===== config.mk =====
export PLATFORM = sky130hd
export DESIGN_NAME = asteroid_scheduler
export DESIGN_NICKNAME = d
export VERILOG_FILES = /design/src/rtl/asteroid_scheduler.sv
export SDC_FILE = /design/constraint.sdc
export NUM_CORES = 1
export LEC_CHECK = 0
export ABC_AREA = 1
export CAP_MARGIN = 20
export CORE_MARGIN = 2
export CORE_UTILIZATION = 53
export CTS_CLUSTER_DIAMETER = 150
export DETAILED_ROUTE_END_ITERATION = 8
export PLACE_DENSITY = 0.85
export RECOVER_POWER = 50
export SYNTH_ARGS = -nofsm -noshare
export SYNTH_HDL_FRONTEND = slang
export SYNTH_SLANG_ARGS = --single-unit
export TNS_END_PERCENT = 50

===== constraint.sdc =====
create_clock -name clk -period 2.5 [get_ports clk]
set_input_delay 0.25 -clock clk [delete_from_list [all_inputs] [get_ports clk]]
set_output_delay 0.25 -clock clk [all_outputs]
set_load 0.1 [all_outputs]

===== src/rtl/asteroid_scheduler.sv =====
`default_nettype none
// ----------------------------------------------------------------------------
// asteroid_scheduler - round-robin spawner, step pacer and retire control for asteroid slots
// Revision 1.0 - initial release
// ----------------------------------------------------------------------------
module asteroid_scheduler #(
  parameter int          NUM_SLOTS    = 4,
  parameter int          SPAWN_PERIOD = 25000000,
  parameter int          STEP_PERIOD  = 2500000,
  parameter logic [15:0] LFSR_SEED    = 16'hACE1
) (
  input  logic                   clk,
  input  logic                   reset,
  input  logic                   enable,
  input  logic [8*NUM_SLOTS-1:0] slot_x,
  input  logic [7*NUM_SLOTS-1:0] slot_y,
  input  logic [NUM_SLOTS-1:0]   slot_hit,
  output logic [NUM_SLOTS-1:0]   slot_reset,
  output logic [NUM_SLOTS-1:0]   slot_start,
  output logic [4*NUM_SLOTS-1:0] slot_direct,
  output logic [NUM_SLOTS-1:0]   active,
  output logic [3:0]             active_count,
  output logic                   spawn_event,
  output logic                   spawn_miss,
  output logic [2:0]             spawned_slot
);

  typedef enum logic [1:0] {
    S_WAIT   = 2'd0,
    S_SEARCH = 2'd1,
    S_LOAD   = 2'd2,
    S_LAUNCH = 2'd3
  } state_t;

  localparam logic [31:0] SPAWN_RELOAD = 32'(SPAWN_PERIOD - 1);
  localparam logic [31:0] STEP_RELOAD  = 32'(STEP_PERIOD - 1);
  localparam logic [2:0]  LAST_SLOT    = 3'(NUM_SLOTS - 1);

  state_t                 state_q, state_d;
  logic [15:0]            lfsr_q, lfsr_d;
  logic [31:0]            spawn_cnt_q, spawn_cnt_d;
  logic [31:0]            step_cnt_q, step_cnt_d;
  logic [2:0]             spawned_slot_q, spawned_slot_d;
  logic [NUM_SLOTS-1:0]   active_q, active_d;
  logic [NUM_SLOTS-1:0]   slot_reset_q, slot_reset_d;
  logic [NUM_SLOTS-1:0]   slot_start_q, slot_start_d;
  logic [4*NUM_SLOTS-1:0] slot_direct_q, slot_direct_d;
  logic                   spawn_event_q, spawn_event_d;
  logic                   spawn_miss_q, spawn_miss_d;

  logic                   step_tick;
  logic [NUM_SLOTS-1:0]   retire;
  logic [7:0]             active_ext;
  logic                   found;
  logic [2:0]             cand;
  logic [2:0]             free_slot;

  function automatic logic [3:0] dir_lut(input logic [2:0] sel);
    case (sel)
      3'd0:    return 4'b0010;
      3'd1:    return 4'b1010;
      3'd2:    return 4'b1000;
      3'd3:    return 4'b1001;
      3'd4:    return 4'b0001;
      3'd5:    return 4'b0101;
      3'd6:    return 4'b0100;
      default: return 4'b0110;
    endcase
  endfunction

  always_comb begin
    state_d        = state_q;
    lfsr_d         = lfsr_q;
    spawn_cnt_d    = spawn_cnt_q;
    step_cnt_d     = step_cnt_q;
    spawned_slot_d = spawned_slot_q;
    active_d       = active_q;
    slot_direct_d  = slot_direct_q;
    slot_reset_d   = '0;
    slot_start_d   = '0;
    spawn_event_d  = 1'b0;
    spawn_miss_d   = 1'b0;
    step_tick      = 1'b0;
    retire         = '0;
    active_ext     = 8'(active_q);
    found          = 1'b0;
    cand           = '0;
    free_slot      = '0;

    // Both counters free-run so spawn attempts stay exactly SPAWN_PERIOD apart.
    if (enable) begin
      lfsr_d      = {lfsr_q[14:0], lfsr_q[15] ^ lfsr_q[13] ^ lfsr_q[12] ^ lfsr_q[10]};
      spawn_cnt_d = (spawn_cnt_q == '0) ? SPAWN_RELOAD : spawn_cnt_q - 32'd1;
      if (step_cnt_q == '0) begin
        step_cnt_d = STEP_RELOAD;
        step_tick  = 1'b1;
      end else begin
        step_cnt_d = step_cnt_q - 32'd1;
      end
    end

    for (int k = 0; k < NUM_SLOTS; k++) begin
      cand = 3'((int'(spawned_slot_q) + 1 + k) % NUM_SLOTS);
      if (!found && !active_ext[cand]) begin
        found     = 1'b1;
        free_slot = cand;
      end
    end

    // Pulses are registered, so each one is set up one state ahead of where it is seen.
    case (state_q)
      S_WAIT: begin
        if (enable && spawn_cnt_q == '0) state_d = S_SEARCH;
      end
      S_SEARCH: begin
        if (found) begin
          spawned_slot_d = free_slot;
          state_d        = S_LOAD;
          for (int i = 0; i < NUM_SLOTS; i++) begin
            if (free_slot == 3'(i)) begin
              slot_direct_d[4*i +: 4] = dir_lut(lfsr_q[2:0]);
              slot_reset_d[i]         = 1'b1;
            end
          end
        end else begin
          spawn_miss_d = 1'b1;
          state_d      = S_WAIT;
        end
      end
      S_LOAD: begin
        state_d       = S_LAUNCH;
        spawn_event_d = 1'b1;
        for (int i = 0; i < NUM_SLOTS; i++) begin
          if (spawned_slot_q == 3'(i)) begin
            active_d[i]     = 1'b1;
            slot_start_d[i] = 1'b1;
          end
        end
      end
      S_LAUNCH: state_d = S_WAIT;
      default:  state_d = S_WAIT;
    endcase

    // Retire wins over a coincident step pulse.
    for (int i = 0; i < NUM_SLOTS; i++) begin
      retire[i] = active_q[i] & (slot_hit[i] | (slot_x[8*i +: 8] > 8'd159) |
                                 (slot_y[7*i +: 7] > 7'd119));
      if (step_tick && active_q[i]) slot_start_d[i] = 1'b1;
      if (retire[i]) begin
        active_d[i]             = 1'b0;
        slot_reset_d[i]         = 1'b1;
        slot_start_d[i]         = 1'b0;
        slot_direct_d[4*i +: 4] = 4'b0000;
      end
    end
  end

  always_ff @(posedge clk) begin
    if (reset) begin
      state_q        <= S_WAIT;
      lfsr_q         <= LFSR_SEED;
      spawn_cnt_q    <= SPAWN_RELOAD;
      step_cnt_q     <= STEP_RELOAD;
      spawned_slot_q <= LAST_SLOT;
      active_q       <= '0;
      slot_reset_q   <= '0;
      slot_start_q   <= '0;
      slot_direct_q  <= '0;
      spawn_event_q  <= 1'b0;
      spawn_miss_q   <= 1'b0;
    end else begin
      state_q        <= state_d;
      lfsr_q         <= lfsr_d;
      spawn_cnt_q    <= spawn_cnt_d;
      step_cnt_q     <= step_cnt_d;
      spawned_slot_q <= spawned_slot_d;
      active_q       <= active_d;
      slot_reset_q   <= slot_reset_d;
      slot_start_q   <= slot_start_d;
      slot_direct_q  <= slot_direct_d;
      spawn_event_q  <= spawn_event_d;
      spawn_miss_q   <= spawn_miss_d;
    end
  end

  always_comb begin
    active_count = '0;
    for (int i = 0; i < NUM_SLOTS; i++) active_count = active_count + 4'(active_q[i]);
  end

  assign slot_reset   = slot_reset_q;
  assign slot_start   = slot_start_q;
  assign slot_direct  = slot_direct_q;
  assign active       = active_q;
  assign spawn_event  = spawn_event_q;
  assign spawn_miss   = spawn_miss_q;
  assign spawned_slot = spawned_slot_q;

endmodule
`default_nettype wire


After elaboration in Yosys (flattened, before gate mapping)

Cells that the tools add are included.

Register bits: 115
Input port bits: 67
Output and inout bits: 37
Logic and storage cells: 159

Bitwise gates (word level): 20
Muxes and demuxes: 45
Add/subtract/negate cells: 9
Order comparisons: 12
Equality and inequality tests: 16
Reductions and logical operators: 37

Operator list:

| cell                                                                          | number |
|---|---|
| 32-bit zero test                                                              | 2 |
| 32-bit 2-to-1 mux                                                             | 2 |
| 32-bit by 1-bit subtractor with 32-bit output (second input constant)         | 2 |
| 8-bit greater-than comparator (second input constant)                         | 4 |
| 7-bit greater-than comparator (second input constant)                         | 4 |
| 1-bit 2-to-1 mux                                                              | 28 |
| 4-bit case mux with 7 select lines                                            | 1 |
| 3-bit by 2-bit == test with 1-bit output (second input constant)              | 6 |
| 2-bit OR reduction                                                            | 9 |
| 3-bit by 4-bit less-than comparator with 1-bit output (second input constant) | 4 |
| 1-bit binary-select mux with 3-bit select                                     | 4 |
| 3-bit 2-to-1 mux                                                              | 4 |
| 4-bit 2-to-1 mux                                                              | 3 |
| 3-bit AND reduction                                                           | 4 |
| 2-bit AND reduction                                                           | 5 |
| 3-bit by 1-bit == test with 1-bit output (second input constant)              | 3 |
| 3-bit == test (second input constant)                                         | 3 |
| 3-bit zero test                                                               | 3 |
| 1-bit logical AND                                                             | 8 |
| 1-bit OR                                                                      | 8 |
| 2-bit case mux with 4 select lines                                            | 1 |
| 1-bit zero test                                                               | 5 |
| 2-bit by 1-bit adder with 2-bit output (second input constant)                | 2 |
| 2-bit adder (second input constant)                                           | 2 |
| 12 further kinds                                                              | 22 |

Logic depth before layout (Yosys ltp)

Gate-level depths: netlist (run 1).

Word-level depth: 20
Mapped depth: 16
Depth with buffers taken out: 16

Worst setup path before layout (run 1)

Ideal clock, no wire load.

Path type: register -> output
From: reg active_q[0] (netlist: active[0])
To: out active_count[1]
Arrival: 2.832 ns
Path slack: -0.582 ns
Stages on the path, launching flop included: 6
Path buffers: 0
Data required time: 2.250 ns
Cells stage by stage: dfxtp_1 inv_1 fa_1 inv_1 ha_1 ha_1

Cells in the longest elaborated chain, start to end: 3

RTL lines:

| item                                   | line | text |
|---|---|---|
| start: declaration                     | 44   | `logic [NUM_SLOTS-1:0] active_q, active_d;` |
| start signal: assignment               | 177  | `active_q <= active_d;` |
| 1-bit by 1-bit adder with 2-bit output | 188  | `for (int i = 0; i < NUM_SLOTS; i++) active_count = active_count + 4'(active_q[i]);` |
| 2-bit by 1-bit adder with 3-bit output | 188  |  |
| 3-bit by 1-bit adder with 4-bit output | 188  |  |
| end: declaration                       | 22   | `output logic [3:0] active_count,` |

No other way between the ends.

Worst setup path after layout (run 1)

Ends and elaborated chain as after synthesis.

==> results of run 1 <==
flip-flops by register name (all words and copies together) (netlist names), named ones only:
| signal | flops |
|---|---|
| active | 4 |
| lfsr_q | 16 |
| slot_direct | 16 |
| slot_reset | 4 |
| slot_start | 4 |
| spawn_cnt_q | 32 |
| spawn_event | 1 |
| spawn_miss | 1 |
| spawned_slot | 2 |
| state_q | 1 |
| step_cnt_q | 32 |
final timing paths:
| check | from | to | slack (ns) |
|---|---|---|---|
| setup reg to reg | spawned_slot[1] | slot_direct[14] | 0.19 |
| hold reg to reg | step_cnt_q[29] | step_cnt_q[29] | 0.45 |
| hold / removal | step_cnt_q[29] | step_cnt_q[29] | 0.45 |
| setup / recovery | active[0] | active_count[1] | 0.11 |
cells by family after synthesis:
family	after synthesis
AND/OR/NAND/NOR	473
flip-flops	114
buffers and inverters	104
AO/OA/AOI/OAI	83
XOR/XNOR	30
adder cells (fa/ha/maj)	9
other	1
worst max-delay path, cell delays in order, from the launching register on:
cell,delay (ns)
dfxtp_4,0.37
inv_2,0.06
fa_1,0.52
inv_1,0.05
ha_2,0.18
ha_4,0.27
buf_12,0.16
layout make-up:
class	instances	share of cell area, %
clock buffers	22	6.74
clock inverters	10	1.57
flip-flops and latches	114	33.3
multi-input cells	597	42.3
inverters	86	4.70
repair buffers	80	8.87
well taps	136	2.48
power breakdown:
group	switching [µW]	leakage [µW]	internal [µW]
logic	122	0.00170	90.3
clock network	808	0.000277	1480
registers	18.2	0.000926	1840
per-stage QoR:
stage	hold slack (ns)	setup TNS [ns]	area, µm²
after floorplan	0.414	0	5620
after global placement	0.435	0	6400
after detailed placement	0.439	0	6400
after CTS	0.439	0	6970
after global routing	0.456	-0.00124	6870
final	0.447	0	6870
cell usage after synthesis, types with 6 or more instances:
cell type / n
nand2_1: 193
nor2_1: 149
dfxtp_1: 114
inv_1: 82
nand3_1: 49
a21oi_1: 44
o21ai_0: 34
xor2_1: 23
nor3_1: 20
nand4_1: 18
ha_1: 8
clkbuf_1: 7
nand3b_1: 7
nor4_1: 7
or2_2: 7
xnor2_1: 7
nand2_2: 6
metal layers:
layer  vias up  share of wire, %  GRT usage [%]
li1       2766                 -              -
met4         0               1.4           9.65
met3        17               6.3           5.71
met2       166                48           39.8
met1      2411                44           28.0
met5         -                 0              0
timing repair:
item | CTS | global route
hold endpoints to repair | 0 | 0
gates resized for setup | 0 | 5
setup endpoints to repair | 0 | 3
setup buffers | 0 | 1
cell usage in the layout (no fill, tap or decap), types with 8 or more instances in the layout:
| cell type | n |
|---|---|
| inv_1 | 79 |
| xor2_1 | 23 |
| buf_4 | 8 |
| clkbuf_16 | 16 |
| nand2_1 | 193 |
| a21oi_1 | 44 |
| nor3_1 | 20 |
| clkbuf_1 | 35 |
| nor2_1 | 149 |
| nand3_1 | 49 |
| dfxtp_1 | 109 |
| clkdlybuf4s50_1 | 33 |
| nand4_1 | 18 |
| o21ai_0 | 34 |
==> out/metrics.yaml, run 1 <==
logic_synthesis:
  synth_edf_count: 0
  synth_top_area_share_pct: 40.7
  syn_inst: 814
  yosysWarnings: 0
  yosysSeqAreaShare_pct: 40.7
  yosysTopAreaCell: "dfxtp_1"
  synth.distinct_cells: 36
  synth_compound_area_share_pct: 7.62
  netlist_top_cells_area: "dfxtp_1 41%, nand2_1 13%, nor2_1 10%"
  synthFlopType: "dfxtp_1"
  synth.cell_area_mm2: 0.00560
  async_reset_ff_share_pct: 0
  synth-seq-cells: 114
  synth_xor_area_share_pct: 4.69
  synth_top_family_by_area: "simple AND/OR/NAND/NOR gates"
  synth-adder-area-share_pct: 2.14
  yosys.area_share.simple_pct: 37.1
  muxShareOfSynthArea_pct: 0
  postSynthAreaPerCell_um2: 6.88
die:
  dieWidth_um: 107
  core_region_area_mm2: 0.0103
  rows: 37
  dieArea_mm2: 0.0114
  ios: 104
  initial_core_util_pct: 54.5
  die_height_um: 107
cts:
  ctsLongestPathBuffers: 2
  cts.clk_slew.worst_paths_ns: 0.05
  clk_latency_ns: 0.52
  cts_inserted_buffers: 17
  cts_sinks: 114
  cts_root_buffer: "clkbuf_8"
  cts_hold_buffers: 0
  cts_tree: "built"
  htreeDepth: 4
drt:
  drc_errors: 0
  dr.pass1.iters: 5
  drt-initial-drc-count: 363
  drt_wl_total_um: 13000
  wire_per_inst_um: 12.5
  num_vias: 5360
  vias_per_cell: 5.13
  ant_nets: 0
sta:
  fmax_ghz: 0.419
  min_period_over_period_pct: 95.4
  tightest_slew_ns: 1.20
  setup_viol: 0
  slew_headroom_pct: 20.4
  rsz0062_at_grt: "yes"
  fin_skew_ns: 0.00853
  fin_crit_ns: 2.39
  hold_violations: 0
  layout_setup_ws_ns: 0.114
  drv_slew: 0
grt:
  grt_antenna_before_repair: 0
  grt_overflow_total: 0
  grt_pass1_wl_um: 21400
  grt_max_degree: 27
  track_usage_pct: 23.3
  grt_pass1_vias: 4858
layout:
  n_antenna_cell: 0
  final_nets: 972
  utilization_pct: 66.9
  nFillCells: 892
  multi_input_area_mm2: 0.00291
  area_growth_pct: 22.7
  finalNonFillerCells: 1045
  regArea_mm2: 0.00229
  drive_gt1_share_pct: 9.02
placement:
  gp_congestion: 0.909
  post-place-ws_ns: 0.105
  dp_hpwl_um: 9020
  portBuffers: 69
  placed_cells: 1012
pwr:
  p_per_area_mw_per_mm2: 635
  peakVddDrop_mv: 0.472
  finalPower_uw: 4370
  p_leak_uw: 0.00290
critical_path:
  critPathArrivalTime_ns: 2.14
  cp-start-kind: "register"
  worstRegToRegCells: 15
  cp-end-kind: "output pin"
  crit_path_max_fanout: 5
  worstSetupPathType: "reg -> out"
  cp.required_ns: 2.25
hold_path:
  worstHoldPathCells: 1
  holdCritPathClass: "reg -> reg"
status:
  status: "complete, no violations"
flow_run:
  maxCapViolCount: 0
Note: power is estimated with default switching activity, not from simulation.
==> inputs of run 2 (changes only) <==
--- a/config.mk
+++ b/config.mk
@@ -7,7 +7,7 @@
 export LEC_CHECK = 0
 export ABC_AREA = 1
 export CAP_MARGIN = 20
-export CORE_MARGIN = 2
+export CORE_MARGIN = 5
 export CORE_UTILIZATION = 53
 export CTS_CLUSTER_DIAMETER = 150
 export DETAILED_ROUTE_END_ITERATION = 8
==> run 2 against run 1 <==
Clock-buffer cell count stayed put. Core utilization shrank 0.12 points. Total power rose by 1.3%. Critical path depth did not move. Sequential power hardly changed. Clock power increased by 3%. Fmax is 0.49% lower. Clock skew shrank 0.0032 ns. Critical endpoint unchanged. Largest cell class unchanged.
==> out/metrics.yaml, run 2 (synthesis results as in run 1) <==
cts:
  cts_inserted_buffers: 17  # unchanged
  cts_sinks: 114  # unchanged
  cts.clk_slew.worst_paths_ns: 0.06  # about the same
  htreeDepth: 4  # unchanged
  cts_root_buffer: "clkbuf_8"
  clk_latency_ns: 0.52  # about the same
  ctsLongestPathBuffers: 2  # unchanged
  cts_hold_buffers: 0  # unchanged
  cts_tree: "built"
layout:
  utilization_pct: 66.8  # -0.12 points
  drive_gt1_share_pct: 9.43  # +0.41 points
  n_antenna_cell: 0  # unchanged
  mostFrequentLayoutCell: "nand2_1"
  final_cell_mix: "193 x nand2_1, 150 x nor2_1, 109 x dfxtp_1, 79 x inv_1, 49 x nand3_1"
  nFillCells: 884  # -0.90%
  reg_top3: "spawn_cnt_q (32), step_cnt_q (32)"
  final_nets: 975  # +0.31%
  area_growth_pct: 23.0
critical_path:
  crit_slowest_cell: "fa_1"
  cp.required_ns: 2.25  # about the same
  cp-start-kind: "register"
  slowest_delay_ns: 0.53  # about the same
  cp-end-kind: "output pin"
  ff2ff_setup_slack_ns: 0.23  # +0.04 ns
  critPathArrivalTime_ns: 2.15  # about the same
  crit_path_max_fanout: 5  # unchanged
  worstSetupPathType: "reg -> out"
  cp_cell_sequence: "inv_2, fa_1, inv_1, ha_2, ha_4, buf_12"
pwr:
  p_leak_uw: 0.00293  # +1.1%
  peakVddDrop_mv: 0.349  # -26%
  p_per_area_mw_per_mm2: 642  # +1.0%
die:
  initial_core_util_pct: 54.3  # -0.24 points
  dieArea_mm2: 0.0127  # +12%
  dieWidth_um: 113  # +5.6%
  die_height_um: 113  # +5.6%
  ios: 104  # unchanged
  core_region_area_mm2: 0.0103  # +0.45%
  rows: 37  # unchanged
sta:
  tightest_slew_ns: 1.21  # +0.0131 ns
  min_period_over_period_pct: 95.9  # +0.47 points
  whs_ns: 0.453  # +0.00625 ns
  fin_crit_ns: 2.40  # +0.0117 ns
  layout_setup_ws_ns: 0.103  # -0.0117 ns
  rsz0062_at_grt: "no"
  fmax_ghz: 0.417  # -0.49%
  drv_slew: 0  # unchanged
  fin_skew_ns: 0.00530  # -0.00323 ns
  setup_viol: 0  # unchanged
  setup_tns_ns: 0  # unchanged
  slew_headroom_pct: 19.5  # -0.87 points
  hold_violations: 0  # unchanged
drt:
  ant_nets: 0  # unchanged
  drc_errors: 0  # unchanged
  drt-initial-drc-count: 333  # -8.3%
  num_vias: 5348  # -0.22%
  vias_per_cell: 5.10  # -0.51%
  dr.pass1.iters: 5  # unchanged
  wire_per_inst_um: 12.7  # +1.5%
  drt_wl_total_um: 13300  # +1.8%
hold_path:
  holdCritPathClass: "reg -> reg"
placement:
  gp_congestion: 0.870  # -4.3%
  portBuffers: 69  # unchanged
  dp_hpwl_um: 9210  # +2.1%
  post-place-ws_ns: 0.213  # +0.108 ns
grt:
  grt_pass1_wl_um: 21600  # +1.1%
  grt_overflow_total: 0  # unchanged
  track_usage_pct: 20.5  # -2.8 points
  grt_max_degree: 23  # -15%
  grt_pass1_vias: 4940  # +1.7%
  grt_antenna_before_repair: 0  # unchanged
flow_run:
  maxCapViolCount: 0  # unchanged
status:
  status: "complete, no violations"
-- run 2: worst paths after layout --
kind                                 startpoint               to  cells after the start
worst max-delay path                  active[0]  active_count[1]                      6
worst min-delay path             step_cnt_q[29]   step_cnt_q[29]                      1
worst max register to register  spawned_slot[1]  slot_direct[13]                     15
worst min register to register   step_cnt_q[29]   step_cnt_q[29]                      1
-- run 2: critical path, delay by kind of cell (launching register included) --
kind,cells,cell delay [ns]
flops,1,0.37
buf+inv,3,0.26
fa+ha+maj,3,0.97
-- run 2: area by class of cell --
type                    count  area (µm²)  share of cell area [%]
well taps                 136         170                    2.47
clock buffers              22         483                    7.01
clock inverters            10         105                    1.53
multi-input cells         597        2900                    42.0
flip-flops and latches    114        2300                    33.3
repair buffers             83         618                    8.97
inverters                  86         323                    4.68
-- run 2: metrics by stage --
step	std cells	total power, µW	cell area (µm²)
after floorplan	815	2020	5620
after global placement	1011	2110	6390
after detailed placement	1011	2110	6390
after CTS	1043	4460	6980
after global routing	1048	4560	6890
final	1048	4420	6890
-- run 2: routing by layer --
| layer | GRT usage, % | vias to the layer above | wire, µm |
|---|---|---|---|
| li1 | - | 2777 | - |
| met2 | 35.3 | 160 | 6430 |
| met3 | 5.99 | 18 | 848 |
| met4 | 7.29 | 0 | 193 |
| met5 | 0 | - | 0 |
| met1 | 24.2 | 2393 | 5810 |
-- run 2: report_power, final --
group | switching (µW) | leakage [µW] | internal (µW)
clock network | 816 | 0.000292 | 1540
logic | 121 | 0.00172 | 89.5
registers | 18.5 | 0.000926 | 1840
-- run 2: timing repair --
action / CTS / global route
endpoints found under the setup margin: 1 / 2
gates resized for setup: 3 / 4
pin swaps: 0 / 1
buffers inserted: 0 / 5
==> inputs of run 3 (changes only) <==
--- a/config.mk
+++ b/config.mk
@@ -5,14 +5,14 @@
 export SDC_FILE = /design/constraint.sdc
 export NUM_CORES = 1
 export LEC_CHECK = 0
-export ABC_AREA = 1
 export CAP_MARGIN = 20
 export CORE_MARGIN = 5
-export CORE_UTILIZATION = 53
+export CORE_UTILIZATION = 52
 export CTS_CLUSTER_DIAMETER = 150
 export DETAILED_ROUTE_END_ITERATION = 8
 export PLACE_DENSITY = 0.85
 export RECOVER_POWER = 50
+export SETUP_SLACK_MARGIN = 0.02
 export SYNTH_ARGS = -nofsm -noshare
 export SYNTH_HDL_FRONTEND = slang
 export SYNTH_SLANG_ARGS = --single-unit
==> run 3 against run 2 <==
Synthesized area decreased by 7.8%. Largest power group unchanged. Clock skew up 0.0034 ns. Critical path type unchanged. Sequential power hardly changed. First-iteration DRC count is 19% lower. Global-route usage up 1.2 points. Largest cell class unchanged. Routed wire length shrank 3.3%.
==> out/metrics.yaml, run 3 <==
die:
  initial_core_util_pct: 53.1  # -1.1 points
  ios: 104  # unchanged
  die_height_um: 110  # -2.8%
  dieWidth_um: 110  # -2.8%
  core_region_area_mm2: 0.00973  # -5.8%
  dieArea_mm2: 0.0120  # -5.5%
  rows: 36  # -2.7%
hold_path:
  holdCritPathClass: "in -> reg"
  hp-start: "reset"
grt:
  grt_max_degree: 39  # +70%
  grt_pass1_wl_um: 20900  # -3.3%
  track_usage_pct: 21.6  # +1.2 points
  grt_pass1_vias: 4499  # -8.9%
  grt_antenna_before_repair: 0  # unchanged
  grt_overflow_total: 0  # unchanged
critical_path:
  cp_cell_sequence: "inv_4, fa_1, inv_1, ha_2, ha_4, buf_12"
  worstSetupPathType: "reg -> out"
  cp-start-kind: "register"
  crit_slowest_cell: "fa_1"
  rr_startpoint: "spawned_slot[0]"
  critPathArrivalTime_ns: 2.14  # about the same
  slowest_delay_ns: 0.54  # about the same
  cp-end-kind: "output pin"
  crit_path_max_fanout: 6  # +1
  crit_buf_inv: 3  # unchanged
  startpoint: "active[0]"
  critPathTopFamily: "adder cells"
  cp.required_ns: 2.25  # about the same
logic_synthesis:
  netlist_top_cells_area: "dfxtp_1 44%, nor2_1 5.4%, xor2_1 5.1%"
  yosysSeqAreaShare_pct: 44.2  # +3.4 points
  yosysTopAreaCell: "dfxtp_1"
  synth.distinct_cells: 54  # +50%
  yosys-top-cells-count: "114 x dfxtp_1, 74 x nor2_1, 47 x nand2_1"
  syn_inst: 595  # -27%
  yosysMostFrequentCell: "dfxtp_1"
  synthFlopType: "dfxtp_1"
  synth_edf_count: 0  # unchanged
  synth-seq-cells: 114  # unchanged
  postSynthAreaPerCell_um2: 8.68  # +26%
  yosysWarnings: 0  # unchanged
  async_reset_ff_share_pct: 0  # unchanged
  synth.cell_area_mm2: 0.00517  # -7.8%
  synth_top_area_share_pct: 44.2  # +3.4 points
placement:
  portBuffers: 69  # unchanged
  placed_cells: 790  # -22%
  gp_congestion: 0.883  # +1.6%
  dp_hpwl_um: 8460  # -8.1%
drt:
  vias_per_cell: 5.62  # +10%
  drt-initial-drc-count: 269  # -19%
  wire_per_inst_um: 15.6  # +23%
  ant_nets: 0  # unchanged
  drt_wl_total_um: 12800  # -3.3%
  num_vias: 4634  # -13%
  drc_errors: 0  # unchanged
  dr.pass1.iters: 5  # unchanged
cts:
  cts_tree: "built"
  cts.clk_slew.worst_paths_ns: 0.06  # about the same
  cts_hold_buffers: 0  # unchanged
  ctsLongestPathBuffers: 2  # unchanged
  cts_root_buffer: "clkbuf_8"
  clk_latency_ns: 0.51  # about the same
  cts_inserted_buffers: 17  # unchanged
  cts_sinks: 114  # unchanged
  htreeDepth: 4  # unchanged
layout:
  finalNonFillerCells: 824  # -21%
  area_growth_pct: 26.7
  final_nets: 754  # -23%
  n_antenna_cell: 0  # unchanged
  final_cell_mix: "109 x dfxtp_1, 74 x nor2_1, 47 x nand2_1, 36 x clkbuf_1"
  nFillCells: 776  # -12%
  mostFrequentLayoutCell: "dfxtp_1"
  drive_gt1_share_pct: 11.4  # +2.0 points
  reg_top3: "spawn_cnt_q (32), step_cnt_q (32)"
sta:
  fmax_ghz: 0.418  # +0.28%
  whs_ns: 0.299  # -0.154 ns
  setup_viol: 0  # unchanged
  tightest_slew_ns: 1.39  # +0.178 ns
  fin_skew_ns: 0.00868  # +0.00338 ns
  fin_crit_ns: 2.39  # -0.00668 ns
  hold_violations: 0  # unchanged
  min_period_over_period_pct: 95.6  # -0.27 points
  rsz0062_at_grt: "yes"
  slew_headroom_pct: 7.32  # -12 points
  drv_slew: 0  # unchanged
status:
  status: "complete, no violations"
flow_run:
  maxCapViolCount: 0  # unchanged
pwr:
  p_leak_uw: 0.00239  # -18%
  p_per_area_mw_per_mm2: 697  # +8.6%
  finalPower_uw: 4560  # +3.2%
  peakVddDrop_mv: 0.434  # +24%
-- run 3: cell types whose count changed after synthesis, moves of 11 or more --
cell      change
a21oi_1      -12
clkbuf_1     +12
inv_1        -64
mux2i_1      +11
nand2_1     -146
nand3_1      -18
nor2_1       -75
nor2b_1      +11
or4_1        +11
xnor2_1      +11
-- run 3: layout make-up --
class	instances	area (µm²)	area share (%)
multi-input cells	435	2720	41.5
clock buffers	22	463	7.07
flip-flops and latches	114	2300	35.1
clock inverters	10	155	2.37
repair buffers	92	678	10.4
well taps	133	166	2.54
inverters	18	70.1	1.07
-- run 3: path summary, 6_finish.rpt --
path	to	slack [ns]	cells past startpoint
hold reg to reg	lfsr_q[7]	0.47	1
hold / removal	spawn_cnt_q[30]	0.30	2
setup reg to reg	slot_direct[4]	0.16	7
setup / recovery	active_count[1]	0.11	6
-- run 3: cells by family after synthesis --
logic type,count (synthesis),synth area share [%]
muxes,11,2.13
and+or+nand+nor,273,28.6
AOI/OAI and AO/OA,92,10.9
buffers and inverters,47,3.68
other,1,0.0726
adders and majority gates,9,2.32
DFF,114,44.2
xor gates and xnor gates,48,8.14
-- run 3: through the flow --
| step | setup slack, ns | instance area [µm²] | utilization [%] | TNS (ns) |
|---|---|---|---|---|
| after CTS | 0.0201 | 6660 | 68.4 | 0 |
| final | 0.109 | 6550 | 67.3 | 0 |
| after global placement | -0.0516 | 6020 | 61.9 | -0.0736 |
| after global routing | 0.0113 | 6550 | 67.3 | 0 |
| after floorplan | -0.0558 | 5190 | - | -0.0558 |
| after detailed placement | -0.111 | 6020 | 61.9 | -1.07 |
-- run 3: worst reg2reg max path: cells and delay by family (launching register included) --
kind	cells	cell delay, ns
compound gates	2	0.52
fa+ha+maj	1	0.38
flops	1	0.39
buf+inv	1	0.08
simple gates	3	0.86
-- run 3: repair_timing --
item / CTS / global route
buffers inserted: 1 / 0
setup endpoints to repair: 1 / 13
resized for setup: 4 / 4
-- run 3: report_power, final --
part           leakage (µW)  internal (µW)  switching [µW]
logic               0.00117           98.0            99.7
clock network      0.000301           1690             816
registers          0.000926           1840            22.3
-- run 3: layer usage --
metal	share of wire, %	routed length, µm	GRT usage (%)
met1	41	5260	26.0
met2	51	6600	37.6
met3	5.4	692	5.40
met4	2.2	286	7.57
met5	0	0	0
